<file path="src/rtl/tnn_pkg.sv">
// Shared types for the ternary neuron datapath.
// Trit encoding and FSM states used by accum and layer-output stages.
package tnn_pkg;

  localparam int ACC_W_DEF = 10;
  localparam int CNT_W_DEF = 5;

  typedef enum logic [1:0] {
    TRIT_ZERO = 2'b00,
    TRIT_POS  = 2'b01,
    TRIT_NEG  = 2'b11
  } trit_t;

  typedef enum logic {
    ST_ACC,
    ST_HOLD
  } state_t;

endpackage

</file>
<file path="src/rtl/tnn_threshold.sv">
// Combinational ternary threshold: signed acc vs. hi/lo bounds.
// Bounds are inclusive; hi wins if both would match.
module tnn_threshold
  import tnn_pkg::*;
#(
  parameter int ACC_W = ACC_W_DEF
) (
  input  logic [ACC_W-1:0] acc,
  input  logic [ACC_W-1:0] thr_hi,
  input  logic [ACC_W-1:0] thr_lo,
  output trit_t            trit
);

  always_comb begin
    trit = TRIT_ZERO;
    if ($signed(acc) >= $signed(thr_hi))
      trit = TRIT_POS;
    else if ($signed(acc) <= $signed(thr_lo))
      trit = TRIT_NEG;
  end

endmodule

</file>
<file path="src/rtl/tnn_neuron_accum.sv">
// Multi-beat ternary neuron: saturating signed accumulate of
// (pos - neg) popcounts, then threshold into a held activation.
module tnn_neuron_accum
  import tnn_pkg::*;
#(
  parameter int CNT_W     = CNT_W_DEF,
  parameter int ACC_W     = ACC_W_DEF,
  parameter int MAX_BEATS = 8,
  parameter int BEAT_W    = 4
) (
  input  logic             clk,
  input  logic             rst_n,
  input  logic [ACC_W-1:0] thr_hi,
  input  logic [ACC_W-1:0] thr_lo,
  input  logic             in_valid,
  output logic             in_ready,
  input  logic [CNT_W-1:0] pos_cnt,
  input  logic [CNT_W-1:0] neg_cnt,
  input  logic             in_last,
  output logic             out_valid,
  input  logic             out_ready,
  output logic [1:0]       out_trit,
  output logic             out_sat,
  output logic             out_err
);

  localparam int SW = ACC_W + 1;
  localparam logic signed [SW-1:0] ACC_MAX =
    SW'((1 << (ACC_W - 1)) - 1);
  localparam logic signed [SW-1:0] ACC_MIN = -ACC_MAX;
  localparam logic [BEAT_W-1:0] BEAT_END = BEAT_W'(MAX_BEATS);

  state_t                    state;
  logic signed [ACC_W-1:0]   acc;
  logic        [BEAT_W-1:0]  beat;
  logic                      sat;
  logic                      in_ready_q;
  logic                      out_valid_q;
  trit_t                     trit_q;
  logic                      sat_q;
  logic                      err_q;

  logic signed [CNT_W:0]     d_raw;
  logic signed [SW-1:0]      d_ext;
  logic signed [SW-1:0]      sum;
  logic signed [ACC_W-1:0]   acc_nx;
  logic                      clip;
  logic        [BEAT_W-1:0]  beat_nx;
  logic                      at_max;
  logic                      take;
  logic                      done;
  trit_t                     trit_nx;

  assign d_raw = $signed({1'b0, pos_cnt}) - $signed({1'b0, neg_cnt});
  assign d_ext = SW'(d_raw);
  assign sum   = SW'(acc) + d_ext;

  // One extra bit of headroom lets the clamp see the true sum.
  always_comb begin
    acc_nx = sum[ACC_W-1:0];
    clip   = 1'b0;
    if (sum > ACC_MAX) begin
      acc_nx = ACC_MAX[ACC_W-1:0];
      clip   = 1'b1;
    end else if (sum < ACC_MIN) begin
      acc_nx = ACC_MIN[ACC_W-1:0];
      clip   = 1'b1;
    end
  end

  assign beat_nx = beat + 1'b1;
  assign at_max  = (beat_nx == BEAT_END);
  assign take    = in_valid & in_ready_q;
  assign done    = take & (in_last | at_max);

  tnn_threshold #(
    .ACC_W(ACC_W)
  ) u_thr (
    .acc    (acc_nx),
    .thr_hi (thr_hi),
    .thr_lo (thr_lo),
    .trit   (trit_nx)
  );

  always_ff @(posedge clk or negedge rst_n) begin
    if (!rst_n) begin
      state       <= ST_ACC;
      in_ready_q  <= 1'b1;
      out_valid_q <= 1'b0;
      acc         <= '0;
      beat        <= '0;
      sat         <= 1'b0;
      trit_q      <= TRIT_ZERO;
      sat_q       <= 1'b0;
      err_q       <= 1'b0;
    end else begin
      case (state)
        ST_ACC: begin
          if (done) begin
            state       <= ST_HOLD;
            in_ready_q  <= 1'b0;
            out_valid_q <= 1'b1;
            trit_q      <= trit_nx;
            sat_q       <= sat | clip;
            err_q       <= at_max & ~in_last;
            acc         <= '0;
            beat        <= '0;
            sat         <= 1'b0;
          end else if (take) begin
            acc  <= acc_nx;
            beat <= beat_nx;
            sat  <= sat | clip;
          end
        end
        ST_HOLD: begin
          if (out_ready) begin
            state       <= ST_ACC;
            in_ready_q  <= 1'b1;
            out_valid_q <= 1'b0;
          end
        end
        default: state <= ST_ACC;
      endcase
    end
  end

  assign in_ready  = in_ready_q;
  assign out_valid = out_valid_q;
  assign out_trit  = trit_q;
  assign out_sat   = sat_q;
  assign out_err   = err_q;

endmodule

</file>
<file path="config.mk">
export PLATFORM = sky130hd
export DESIGN_NAME = tnn_neuron_accum
export DESIGN_NICKNAME = d
export VERILOG_FILES = /design/src/rtl/tnn_pkg.sv /design/src/rtl/tnn_threshold.sv /design/src/rtl/tnn_neuron_accum.sv
export SDC_FILE = /design/constraint.sdc
export NUM_CORES = 1
export LEC_CHECK = 0
export ABC_AREA = 1
export CELL_PAD_IN_SITES_DETAIL_PLACEMENT = 1
export CELL_PAD_IN_SITES_GLOBAL_PLACEMENT = 1
export CORE_AREA = 2 2 89 91
export DETAILED_ROUTE_END_ITERATION = 10
export DIE_AREA = 0 0 91 93
export HOLD_SLACK_MARGIN = 0.08
export PLACE_DENSITY_LB_ADDON = 0.12
export SKIP_LAST_GASP = 1
export SLEW_MARGIN = 15
export SYNTH_ARGS = -nofsm -noshare
export SYNTH_HDL_FRONTEND = slang
export SYNTH_HIERARCHICAL = 1
export SYNTH_SLANG_ARGS = --single-unit
export TNS_END_PERCENT = 100
</file>
<file path="constraint.sdc">
create_clock -name clk -period 3.2 [get_ports clk]
set_input_delay 0.48 -clock clk [delete_from_list [all_inputs] [get_ports clk]]
set_output_delay 0.48 -clock clk [all_outputs]
set_load 0.01 [all_outputs]
</file>
After elaboration in Yosys (flattened, before gate mapping)
Cells that the tools add are included.

Flip-flop bits (word level): 22. Latch bits: 0. Memory bits (writable): 0. Memory bits (read-only): 0. Bits of input ports: 35. Output and inout bits: 6. Word-level logic and storage cells: 51. Memories kept: 0.

Add/subtract/negate cells: 3. Multipliers: 0. Divide/modulo/power cells: 0. Order comparisons: 4. Eq/ne operators: 3. Shift-type cells: 0. Mux-type cells: 21. Bitwise logic cells: 7. Reductions and logical operators: 4.

Operators by type and width (count): $mux 10 (4); $add 10x6->11 (1); $gt 11x10->1 const B (1); $lt 11x10->1 const B (1); $ge 10x10->1 (1); $le 10x10->1 (1); $mux 1 (10); $mux 4 (2); $pmux 1 s2 (3); $reduce_and 2->1 (3); $sub 5x5->6 (1); $add 4x1->4 const B (1); $eq 4x4->1 const B (1); $mux 2 (2); $ne 2x2->1 const B (2); $and 1x1->1 (3); $not 1->1 (2); $or 1x1->1 (2); $reduce_bool 2->1 (1).

Longest topological paths before layout
Depth in word-level cells: 8. Gate-level depth with buffers: 36. Mapped depth without buffers: 35.

Modules after synthesis
Netlist, hierarchy kept.

Modules (own cells, without submodules): tnn_neuron_accum (instances 1, cells an instance 270, area each 1841.8 um^2, seq. area each 551.8 um^2); tnn_threshold (instances 1, cells an instance 110, area each 629.4 um^2, seq. area each 0.0 um^2).

Worst setup path after synthesis
OpenSTA, ideal clock, no wires.

Path kind: in2reg. Start: input pos_cnt[0]. End: register trit_q[0] (netlist: out_trit[0]). Library setup time: 0.117 ns. Arrival time: 3.778 ns. Required time: 3.083 ns. Slack: -0.695 ns. Stages on the path: 32. Path buffers: 1. Cell sequence: inv_1 -> ha_1 -> inv_1 -> fa_1 -> a21oi_1 -> o21ai_0 -> xor2_1 -> ha_1 -> nand2_2 -> inv_1 -> nand2_1 -> nand2_1 -> nand2_1 -> nand4_1 -> nor2_1 -> a21oi_4 -> inv_2 -> nand2_2 -> buf_6 -> inv_2 -> a21oi_1 -> ha_1 -> nand2_2 -> inv_1 -> a21oi_2 -> nand2_1 -> nor2_1 -> nor2_1 -> nor2_1 -> nand2_1 -> nand2_1 -> nand2_1.

Word-level cells in the longest chain between the ends: 8. Elaborated cells between the ends (all ways): 10. Classes of those cells: 2 x add/sub; 4 x order compare; 4 x mux.

RTL lines: start: declaration (RTL line tnn_neuron_accum.sv:17) `input logic [CNT_W-1:0] pos_cnt,`; $sub 5x5->6 (*) (RTL line tnn_neuron_accum.sv:54) `assign d_raw = $signed({1'b0, pos_cnt}) - $signed({1'b0, neg_cnt});`; $add 10x6->11 (*) (RTL line tnn_neuron_accum.sv:56) `assign sum = SW'(acc) + d_ext;`; $lt 11x10->1 (RTL line tnn_neuron_accum.sv:65) `end else if (sum < ACC_MIN) begin`; $mux 10 (RTL line tnn_neuron_accum.sv:65); $mux 10 (*) (RTL line tnn_neuron_accum.sv:62) `if (sum > ACC_MAX) begin`; via acc_nx[9] (RTL line tnn_neuron_accum.sv:46) `logic signed [ACC_W-1:0] acc_nx;`; $le 10x10->1 (RTL line tnn_threshold.sv:18) `else if ($signed(acc) <= $signed(thr_lo))`; $mux 2 (RTL line tnn_threshold.sv:18); $mux 2 (*) (RTL line tnn_threshold.sv:16) `if ($signed(acc) >= $signed(thr_hi))`; via trit_nx[0] (RTL line tnn_neuron_accum.sv:52) `trit_t trit_nx;`; end signal: assignment (RTL line tnn_neuron_accum.sv:103) `trit_q <= trit_nx;`; end: declaration (RTL line tnn_neuron_accum.sv:39) `trit_t trit_q;`.

The timed path passes the listed nets; every way through them passes the cells marked *. A chain may end at the register's enable or synchronous reset.

Final worst setup path
Start: input pos_cnt[0]. End: register trit_q[1] (netlist: out_trit[1]).

The elaborated chain is that of the path after synthesis.

==> flow_summary.json <==
{
  "clock_latency_ns": 0.27,
  "grt_pass1_vias": 2921,
  "cp_slowest_cell": "ha_2",
  "grt_max_degree": 23,
  "synth.top_cell.area_share": 0.213,
  "synth_warnings": 6,
  "vdd_drop_max_mv": 0.527,
  "slew-limit-headroom": 0.685,
  "start_util": 0.328,
  "cts.sinks": 22,
  "violations": "negative setup slack",
  "cts.clk_slew.worst_paths_ns": 0.08,
  "die-width_um": 91,
  "dpl_worst_slack_ns": -1.61,
  "coreArea_um2": 7530,
  "fill_cells": 976,
  "worst_slack_ns": -0.716,
  "die_area_um2": 8460,
  "crit_buf_inv": 3,
  "slew_viol_final": 0,
  "worstMarginPinSlew_ns": 0.472,
  "setup_viol": 2,
  "place_hpwl_mm": 6.05,
  "crit_top_cell": "nand2_4",
  "viasPerCell": 4.64,
  "crit_required_ns": 3.41,
  "final_cells": 580,
  "dp_cells": 564,
  "seq_area_frac_synth": 0.223,
  "crit-reg2reg-launch": "acc[0]",
  "ys_types": 28,
  "period_minus_slack_ns": 3.92,
  "hold_start": "out_trit[1]",
  "place.gp.congestion": 0.862,
  "antenna_found_initial": 0,
  "wl_per_cell_um": 13.6,
  "yosys-top-cells-count": "nand2_1, inv_1, ha_1",
  "synth-edff-count": 0,
  "cp.arrival_ns": 4.13,
  "die_h_um": 93,
  "yosysMostFrequentCell": "nand2_1",
  "wirelength_mm": 7.90,
  "num_vias": 2693,
  "fin_setup_tns_ns": -1.43,
  "powerDensity_nw_per_um2": 1070,
  "io_pins": 41,
  "synth_area_leaders": "dfrtp_1, nand2_1, ha_1, inv_1, nand3_1",
  "root_buffer": "clkbuf_8",
  "p_int_w": 0.00218,
  "grt_pass1_wl_mm": 13.0,
  "drc": 0,
  "cts_tree": "done",
  "pwr-share-seq": 0.107,
  "synth_top_area_cell": "dfrtp_1",
  "diodes": 0,
  "comb_power_share": 0.831,
  "netlist_instances": 380,
  "r2r_cells": 25,
  "cp_top_family": "simple AND/OR/NAND/NOR gates",
  "rrSetupSlack_ns": -0.12,
  "synthFlopType": "dfrtp_1",
  "dpl_cell_area_um2": 3420,
  "regArea_um2": 552,
  "gr-total-overflow": 0,
  "p_leak_nw": 2.14,
  "synthArstFlopShare": 1.00,
  "postLayoutCellArea_um2": 4010,
  "num-nets-final": 553,
  "holdBufCountCts": 0,
  "row_count": 32,
  "areaGrowthSynthToFinish_pct": 62.4,
  "drtIter0Drc": 73,
  "crit_fanout": 8,
  "numCtsBuffers": 3,
  "syn-num-nets": 454,
  "swShare": 0.493,
  "r2r-end": "out_trit[0]",
  "fmax_mhz": 255,
  "h-tree-depth": 1,
  "min_to": "out_trit[1]",
  "power_switching_w": 0.00212,
  "worst_setup_path_start_kind": "input port",
  "crit_type": "input port to flop",
  "portBuffers": 40,
  "rsz0062_at_grt": "yes",
  "ys_ff_latch": 22,
  "fin_skew_ns": 0.00387,
  "avgSynthCellArea_um2": 6.50,
  "maxCapViolCount": 0,
  "detail-route-antenna-nets": 0,
  "outcome": "finished, violations left",
  "layout-drive-gt1-share": 0.364,
  "multi_input_area_um2": 2080,
  "hp-class": "flop to flop",
  "min_path_cells": 2,
  "finalHoldViolCount": 0,
  "grt.total_usage": 0.189,
  "period_share": 1.22,
  "crit_path_max_incr_delay_ns": 0.39,
  "clockBufferDepth": 2,
  "drt-pass1-iter-count": 4,
  "p_clk_frac": 0.062,
  "synthesis.area_um2": 2470,
  "endpoint_kind": "flop"
}
## worst max path at each step
stage / startpoint / cells after the start / end / slack [ns]
after floorplan: pos_cnt[0] / 32 / out_trit[0] / -0.52
after global placement: pos_cnt[0] / 30 / out_trit[1] / -1.48
after detailed placement: pos_cnt[0] / 31 / out_trit[1] / -1.61
after CTS: neg_cnt[3] / 29 / out_trit[1] / -0.76
after global routing: pos_cnt[0] / 32 / out_trit[0] / -1.00
final: pos_cnt[0] / 30 / out_trit[1] / -0.72
## flip-flops by register name (all words and copies together) (netlist names)
signal     count
sat            1
acc           10
beat           4
out_trit       2
out_sat        1
out_err        1
in_ready       1
out_valid      1
state          1
## worst reg2reg max path: stages (launching register included)
cell      delay (ns)
dfrtp_1         0.39
ha_1            0.23
fa_1            0.44
buf_4           0.18
nand2_2         0.09
nand4_1         0.16
nand2_1         0.10
nor2_1          0.05
nand4_1         0.12
nand2_4         0.08
nand2_8         0.12
clkinv_8        0.09
a21oi_4         0.17
ha_1            0.28
nand2_2         0.09
inv_1           0.04
nand2_1         0.06
nand2_1         0.05
nand2_1         0.07
nand3_1         0.06
nand2_1         0.07
nand3_2         0.07
inv_1           0.06
nand2_1         0.04
nand2_1         0.06
nand2_1         0.05
## routing by layer
| metal | global-route usage | wire, um | vias up | share of wire |
|---|---|---|---|---|
| li1 | - | - | 1375 | - |
| met1 | 0.217 | 3310 | 1277 | 0.42 |
| met2 | 0.370 | 4310 | 33 | 0.55 |
| met3 | 0.0185 | 175 | 8 | 0.022 |
| met4 | 0.0530 | 108 | 0 | 0.014 |
| met5 | 0 | 0 | - | 0 |
## timing repair
action                                  CTS  global route
buffers inserted                          8             4
endpoints found under the setup margin   13            11
resized for setup                        69            56
pin swaps                                45            51
## cell families after synthesis
logic type	count (synthesis)	share of synthesized area
AND/OR/NAND/NOR	200	0.351
buffers and inverters	86	0.137
adder cells (fa/ha/maj)	39	0.204
AO/OA/AOI/OAI	28	0.0679
flip-flops	22	0.223
XOR/XNOR	5	0.0177
## metrics by stage
step	utilization	power (W)	hold slack, ns
detailed placement	0.454	0.00312	0.473
finish	0.533	0.00430	0.492
global placement	0.454	0.00304	0.465
CTS	0.504	0.00398	0.499
global route	0.533	0.00474	0.526
floorplan	-	0.00212	0.184
## area by class of cell
type                            instances  share of cell area
Clock buffer                            3              0.0103
Clock inverter                          1             0.00748
Inverter                               83              0.0851
Multi-Input combinational cell        272               0.518
Sequential cell                        22               0.137
Tap cell                              102              0.0318
Timing Repair Buffer                   97               0.210
## power groups by stage
stage	logic, W	clock network, W	registers, W
floorplan	0.00166	0	0.000458
detailed placement	0.00266	0	0.000465
CTS	0.00324	0.000275	0.000463
global placement	0.00258	0	0.000462
global route	0.00397	0.000287	0.000476
finish	0.00357	0.000268	0.000460
## placed cells by master, fill, tap and decap left out, types with 2 or more instances in the layout
cell	n
clkbuf_2	2
nor2_2	8
xor2_1	5
ha_4	14
inv_2	13
clkbuf_8	3
nand3_2	9
a21oi_2	7
o21ai_0	4
nor2_1	10
clkdlybuf4s50_1	32
o21ai_1	2
nand2_2	24
inv_4	2
inv_1	66
dfrtp_1	21
buf_6	2
nand2_1	101
a21oi_1	3
ha_1	22
nor2_4	3
nand2_4	12
a21oi_4	8
nand3_1	21
nand4_1	9
buf_4	54
dlymetal6s2s_1	2
Power figures use the tool's default switching activity.
